File: src/rtl/coverfloat_txn_arbiter_if.sv
// rtl/coverfloat_txn_arbiter_if.sv - request/output handshake bundle for the coverfloat transaction arbiter
interface coverfloat_txn_arbiter_if #(
    parameter int N_SRC = 2,
    parameter int TXN_W = 640
);
    logic [N_SRC-1:0]       req_valid;
    logic [N_SRC-1:0]       req_ready;
    logic [N_SRC*TXN_W-1:0] req_txn;
    logic                   out_valid;
    logic                   out_ready;
    logic [TXN_W-1:0]       out_txn;
    logic [1:0]             out_src;

    modport slave (
        input  req_valid, req_txn, out_ready,
        output req_ready, out_valid, out_txn, out_src
    );

    modport master (
        output req_valid, req_txn, out_ready,
        input  req_ready, out_valid, out_txn, out_src
    );
endinterface

File: src/rtl/coverfloat_txn_arbiter.sv
// rtl/coverfloat_txn_arbiter.sv - round-robin merge of coverfloat transactions onto one registered output
module coverfloat_txn_arbiter #(
    parameter int N_SRC = 2,
    parameter int TXN_W = 640
) (
    input  logic                    clk,
    input  logic                    reset,
    input  logic                    en,
    coverfloat_txn_arbiter_if.slave bus,
    output logic [31:0]             txn_count
);
    typedef enum logic {
        ST_EMPTY = 1'b0,
        ST_FULL  = 1'b1
    } state_e;

    state_e           state_q, state_d;
    logic [TXN_W-1:0] txn_q, txn_d;
    logic [1:0]       src_q, src_d;
    logic [1:0]       rr_q, rr_d;
    logic [31:0]      count_q, count_d;

    logic             can_load;
    logic             grant_vld;
    logic [1:0]       grant_idx;
    logic [3:0]       valid_ext;
    logic [2:0]       cand;
    logic [2:0]       rr_inc;

    // Reset gates the grant path so no source sees ready during the reset cycle.
    assign can_load  = en && !reset && (state_q == ST_EMPTY || bus.out_ready);
    assign valid_ext = 4'(bus.req_valid);

    always_comb begin
        grant_vld = 1'b0;
        grant_idx = 2'd0;
        cand      = 3'd0;
        if (can_load) begin
            for (int k = 0; k < N_SRC; k++) begin
                cand = {1'b0, rr_q} + 3'(k);
                if (cand >= 3'(N_SRC)) begin
                    cand = cand - 3'(N_SRC);
                end
                if (!grant_vld && valid_ext[cand[1:0]]) begin
                    grant_vld = 1'b1;
                    grant_idx = cand[1:0];
                end
            end
        end
    end

    always_comb begin
        bus.req_ready = '0;
        for (int k = 0; k < N_SRC; k++) begin
            if (grant_vld && grant_idx == 2'(k)) begin
                bus.req_ready[k] = 1'b1;
            end
        end
    end

    always_comb begin
        state_d = state_q;
        txn_d   = txn_q;
        src_d   = src_q;
        rr_d    = rr_q;
        count_d = count_q;
        rr_inc  = {1'b0, grant_idx} + 3'd1;
        if (state_q == ST_FULL && bus.out_ready) begin
            count_d = count_q + 32'd1;
        end
        if (grant_vld) begin
            state_d = ST_FULL;
            src_d   = grant_idx;
            rr_d    = (rr_inc == 3'(N_SRC)) ? 2'd0 : rr_inc[1:0];
            for (int k = 0; k < N_SRC; k++) begin
                if (grant_idx == 2'(k)) begin
                    txn_d = bus.req_txn[k*TXN_W +: TXN_W];
                end
            end
        end else if (state_q == ST_FULL && bus.out_ready) begin
            state_d = ST_EMPTY;
        end
    end

    always_ff @(posedge clk) begin
        if (reset) begin
            state_q <= ST_EMPTY;
            txn_q   <= '0;
            src_q   <= 2'd0;
            rr_q    <= 2'd0;
            count_q <= 32'd0;
        end else begin
            state_q <= state_d;
            txn_q   <= txn_d;
            src_q   <= src_d;
            rr_q    <= rr_d;
            count_q <= count_d;
        end
    end

    assign bus.out_valid = (state_q == ST_FULL);
    assign bus.out_txn   = txn_q;
    assign bus.out_src   = src_q;
    assign txn_count     = count_q;
endmodule
File: src/flat_wrapper.sv
// flat-port wrapper written by rule: the top's interface ports become plain ports
module coverfloat_txn_arbiter_flat 
#(
    parameter int N_SRC = 2,
    parameter int TXN_W = 640
)
  (clk, reset, en, txn_count, bus_req_valid, bus_req_txn, bus_out_ready, bus_req_ready, bus_out_valid, bus_out_txn, bus_out_src);
  coverfloat_txn_arbiter_if #(.N_SRC(N_SRC), .TXN_W(TXN_W)) bus_i ();
  input  logic clk;
  input  logic reset;
  input  logic en;
  output logic [31:0] txn_count;
  input wire logic [$bits(bus_i.req_valid)-1:0] bus_req_valid;
  input wire logic [$bits(bus_i.req_txn)-1:0] bus_req_txn;
  input wire logic [$bits(bus_i.out_ready)-1:0] bus_out_ready;
  output wire logic [$bits(bus_i.req_ready)-1:0] bus_req_ready;
  output wire logic [$bits(bus_i.out_valid)-1:0] bus_out_valid;
  output wire logic [$bits(bus_i.out_txn)-1:0] bus_out_txn;
  output wire logic [$bits(bus_i.out_src)-1:0] bus_out_src;
  assign bus_i.req_valid = bus_req_valid;
  assign bus_i.req_txn = bus_req_txn;
  assign bus_i.out_ready = bus_out_ready;
  assign bus_req_ready = bus_i.req_ready;
  assign bus_out_valid = bus_i.out_valid;
  assign bus_out_txn = bus_i.out_txn;
  assign bus_out_src = bus_i.out_src;
  coverfloat_txn_arbiter #(.N_SRC(N_SRC), .TXN_W(TXN_W)) u_core (.clk(clk), .reset(reset), .en(en), .bus(bus_i), .txn_count(txn_count));
endmodule
File: config.mk
export PLATFORM = sky130hd
export DESIGN_NAME = coverfloat_txn_arbiter_flat
export DESIGN_NICKNAME = d
export VERILOG_FILES = /design/src/rtl/coverfloat_txn_arbiter_if.sv /design/src/rtl/coverfloat_txn_arbiter.sv /design/src/flat_wrapper.sv
export SDC_FILE = /design/constraint.sdc
export NUM_CORES = 2
export LEC_CHECK = 0
export CORE_AREA = 2 2 762 764
export DETAILED_ROUTE_END_ITERATION = 16
export DIE_AREA = 0 0 764 766
export GPL_ROUTABILITY_DRIVEN = 1
export GPL_TIMING_DRIVEN = 0
export MAX_ROUTING_LAYER = met4
export PLACE_DENSITY = 0.3
export SYNTH_ARGS = -nofsm -noshare
export SYNTH_HDL_FRONTEND = slang
export SYNTH_SLANG_ARGS = --single-unit
File: constraint.sdc
create_clock -name clk -period 2.3 [get_ports clk]
set_clock_uncertainty 0.15 [all_clocks]
set_input_delay 0.46 -clock clk [delete_from_list [all_inputs] [get_ports clk]]
set_output_delay 0.46 -clock clk [all_outputs]
set_load 0.02 [all_outputs]
==> impl_results.md <==
* CTS tree: done
* Failing checks: setup timing
* # setup viols final at around 1.1k
* Crit path kind: reg2out
* GRT Overall Usage at ~16%
* RSZ-0062 raised after global routing: yes
* Period minus WS final at roughly 2.8 ns
* Die width at between 700 and 800 um
* Layout fillers at 66.2k
* Cell taking the most area after synthesis: dfxtp_1
* Starting Density at roughly 4.5%
* Cell Int Power at 27.6 mW
* Via count at 35.5k
* I/O pins at 1963
* Global-route wire length before repair at about 560000 um
* CTS Buf Count at around 110
* Area delta synth->final at 141%
* Critical Path RT at 1.69 ns
* Critical path endpoint: bus_req_ready[0]
* Final Util at approximately 11%
* Syn nets at between 3k and 4k
* Grt ovf at 0
* Worst-margin pin slew at between 1 and 1.5 ns
* Beginning of the critical path: u_core.rr_q[0]$_SDFFE_PP0P_
* Synthesized instance count at between 2k and 2.5k
* Pre-antenna DRT Iters at 6
* Nets at a little under 6k
* Arr. time, crit path at between 2 and 2.5 ns
* Final Hold Fails at 0
* Launching point of the worst reg2reg path: u_core.rr_q[0]$_SDFFE_PP0P_
* Min-Delay Path Depth at 4
* DRT antenna net count at 0
* Slew HR at a little under a third
* Seq pwr share at between 30% and 40%
* DP Wirelength at roughly 440000 um
* Synthesized cell area at 26200 sq um
* Port buffer count at a little under 2k
* Sw Ratio at approximately a third
* WL per Instance at around 38 um
* Clock Sinks at roughly 680
* Routability cong. at approximately 1
* Die ar. at 585000 sq um
* Most frequent cells in the layout: clkdlybuf4s50_1, dfxtp_1, a22oi_1, o2bb2ai_1, clkbuf_2
* Max Root-Sink Buffers at 4
* Logic pwr share at a little over a quarter
* Final std cells w/o fill at 12.8k
* Synth area leaders: dfxtp_1, o2bb2ai_1, a22oi_1
* Mean Syn Cell Area at about 11 sq um
* Flop2flop setup slack at -0.37 ns
* Total net switching power at 13.9 mW
* Number of global-route vias before repair at 34.9k
* FP Rows at 279
* Design Power at just over 40 mW
* Max_cap viols at 0
* Clock Tree Root: clkbuf_16
* Worst skew pair latency at about 0.9 ns
* Flops & latches, synth at 677
* Maximum vdd drop at a little over 0.6 mV
* Layout cell share with drive strength beyond 1 at between 10% and 20%
* Core area at between 500000 and 600000 sq um
* Fin crit share at 121%
* Initial antenna violation count at 579
* Pwr dens at between 600 and 700 nW/um^2
* Critical R2R Capture: u_core.bus.out_txn[287]$_SDFFE_PP0P_
* Kind of start point of the critical path: register
* Leakage power at 19.9 nW
* Cell variety after synth at 37
* Max-slew violation count at 0
* Clock power share at between 40 and 50%
* Detailed Route WL at a little under 500000 um
* Placed cells at 12.1k
* Crit path max fanout at 4
* Yosys top cell area share at 51.8%
* Most common cell after layout, fill and taps aside: clkdlybuf4s50_1
* H-tree levels at 3
* Worst-path clk slew at 0.06 ns
* Slowest CP cell: dfxtp_2
* Residual DRC count at 0
* Status: finished, violations left
* R2R depth at 9
* CP max stage delay at between 0.3 and 0.4 ns
* Max Fclk at between 300 and 400 MHz
* Worst hold slack at about 0.096 ns
* Yosys warning count at 0
* Setup ws final at -0.488 ns
* Worst path cell trace: inv_2 -> a21boi_4 -> buf_12 -> buf_16 -> buf_8 -> nor2_4 -> buf_6
* Number of vias per cell at roughly 2.8
* Pin count of the biggest net entering global routing at 16
* Detailed Route Iter0 Violations at 2735
* Place WS at -3.32 ns
* Seq/Total Area, Yosys at between 50% and 60%
* Die Y-Extent at roughly 770 um
* Worst min path class: in2reg
* CP endpoint kind: output port
==> power by group through the flow <==
stage	logic (mW)	clock network, mW	registers, mW
floorplan	1.99	0	14.3
global placement	10.1	0	13.4
detailed placement	10.1	0	13.4
CTS	10.5	18.1	13.2
global route	11.2	18.3	13.3
finish	10.8	17.4	13.2
==> per-layer routing <==
layer / routed length [um] / global-route usage, %
met1: 187000 / 17.7
met2: 214000 / 25.1
met3: 67000 / 9.16
met4: 22600 / 5.95
met5: 0 / -
==> metrics by stage <==
stage	cell area (sq um)	TNS, ns
floorplan	26200	0
global placement	55500	-1905.57
detailed placement	55700	-1455.12
CTS	60800	-445.48
global route	63100	-259.89
finish	63200	-165.07
==> worst max-delay path, delay by kind of cell (launching register included) <==
kind	cells	cell delay, ns
simple gates	1	0.03
buf+inv	5	0.67
compound gates	1	0.16
flops	1	0.34
==> cell families (layout without fill, tap and decap cells) <==
| group | Yosys count | count (layout) | synth area share [%] |
|---|---|---|---|
| adders and majority gates | 1 | 1 | 0.0478 |
| xor gates and xnor gates | 11 | 11 | 0.368 |
| other | 0 | 347 | 0 |
| DFF | 677 | 677 | 51.8 |
| and+or+nand+nor | 89 | 89 | 2.03 |
| buffers and inverters | 301 | 2591 | 4.85 |
| AOI/OAI and AO/OA | 1328 | 1328 | 40.9 |
==> sequential cells by signal, indices dropped and copies added, names as in the netlist <==
name,cells
u_core.bus.out_src,2
u_core.bus.out_txn,640
u_core.bus.out_valid,1
u_core.rr_q,2
u_core.txn_count,32
==> worst min path at each step <==
stage,from,slack [ns],to
after floorplan,u_core.rr_q[0]$_SDFFE_PP0P_,0.31,u_core.rr_q[0]$_SDFFE_PP0P_
after global placement,u_core.bus.out_txn[618]$_SDFFE_PP0P_,0.30,u_core.bus.out_txn[618]$_SDFFE_PP0P_
after detailed placement,u_core.bus.out_txn[618]$_SDFFE_PP0P_,0.30,u_core.bus.out_txn[618]$_SDFFE_PP0P_
after CTS,bus_req_txn[55],0.0002,u_core.bus.out_txn[55]$_SDFFE_PP0P_
after global routing,bus_out_ready,0.04,u_core.txn_count[19]$_SDFFE_PP0P_
final,bus_out_ready,0.1,u_core.txn_count[0]$_SDFFE_PP0P_
==> cell usage after synthesis <==
cell / instances
buf_2: 76
a22oi_1: 640
nand3_1: 10
inv_1: 5
nand2b_1: 1
and4_1: 5
o311ai_0: 2
o31ai_1: 14
nor2_1: 12
a21oi_1: 20
xor2_1: 7
and3_1: 5
dfxtp_1: 677
o41ai_1: 2
o2bb2ai_1: 640
buf_4: 10
a211oi_1: 1
nand4b_1: 1
buf_1: 26
nand2_1: 12
a21boi_1: 1
ha_1: 1
nand4_2: 2
o2111ai_2: 1
clkbuf_1: 183
buf_6: 1
and2_1: 4
a21boi_0: 1
or2_2: 2
nand4_1: 12
or3_1: 4
nor3_1: 3
xnor2_1: 4
o21ai_0: 6
or4_1: 14
nor4_1: 1
and4_4: 1
==> layout make-up <==
cell class              instances  area (sq um)  share of cell area (%)
clock inverters                42           541                   0.856
clock buffers                 149          3010                    4.77
plain buffers                 291          2250                    3.57
repair buffers               2104         21100                    33.4
diodes                        347           868                    1.37
multi-input cells            1429         12100                    19.2
well taps                    7727          9670                    15.3
inverters                       5          21.3                  0.0337
flip-flops and latches        677         13600                    21.5
==> timing repair <==
item | 4_1_cts | 5_1_grt
pin swaps | 10 | 17
endpoints found under the setup margin | 1323 | 1298
gates resized for setup | 482 | 667
hold buffers | 76 | 1
hold endpoints to repair | 78 | 1
cloned | 0 | 20
buffers inserted | 18 | 15
(Power assumes the default switching activity.)
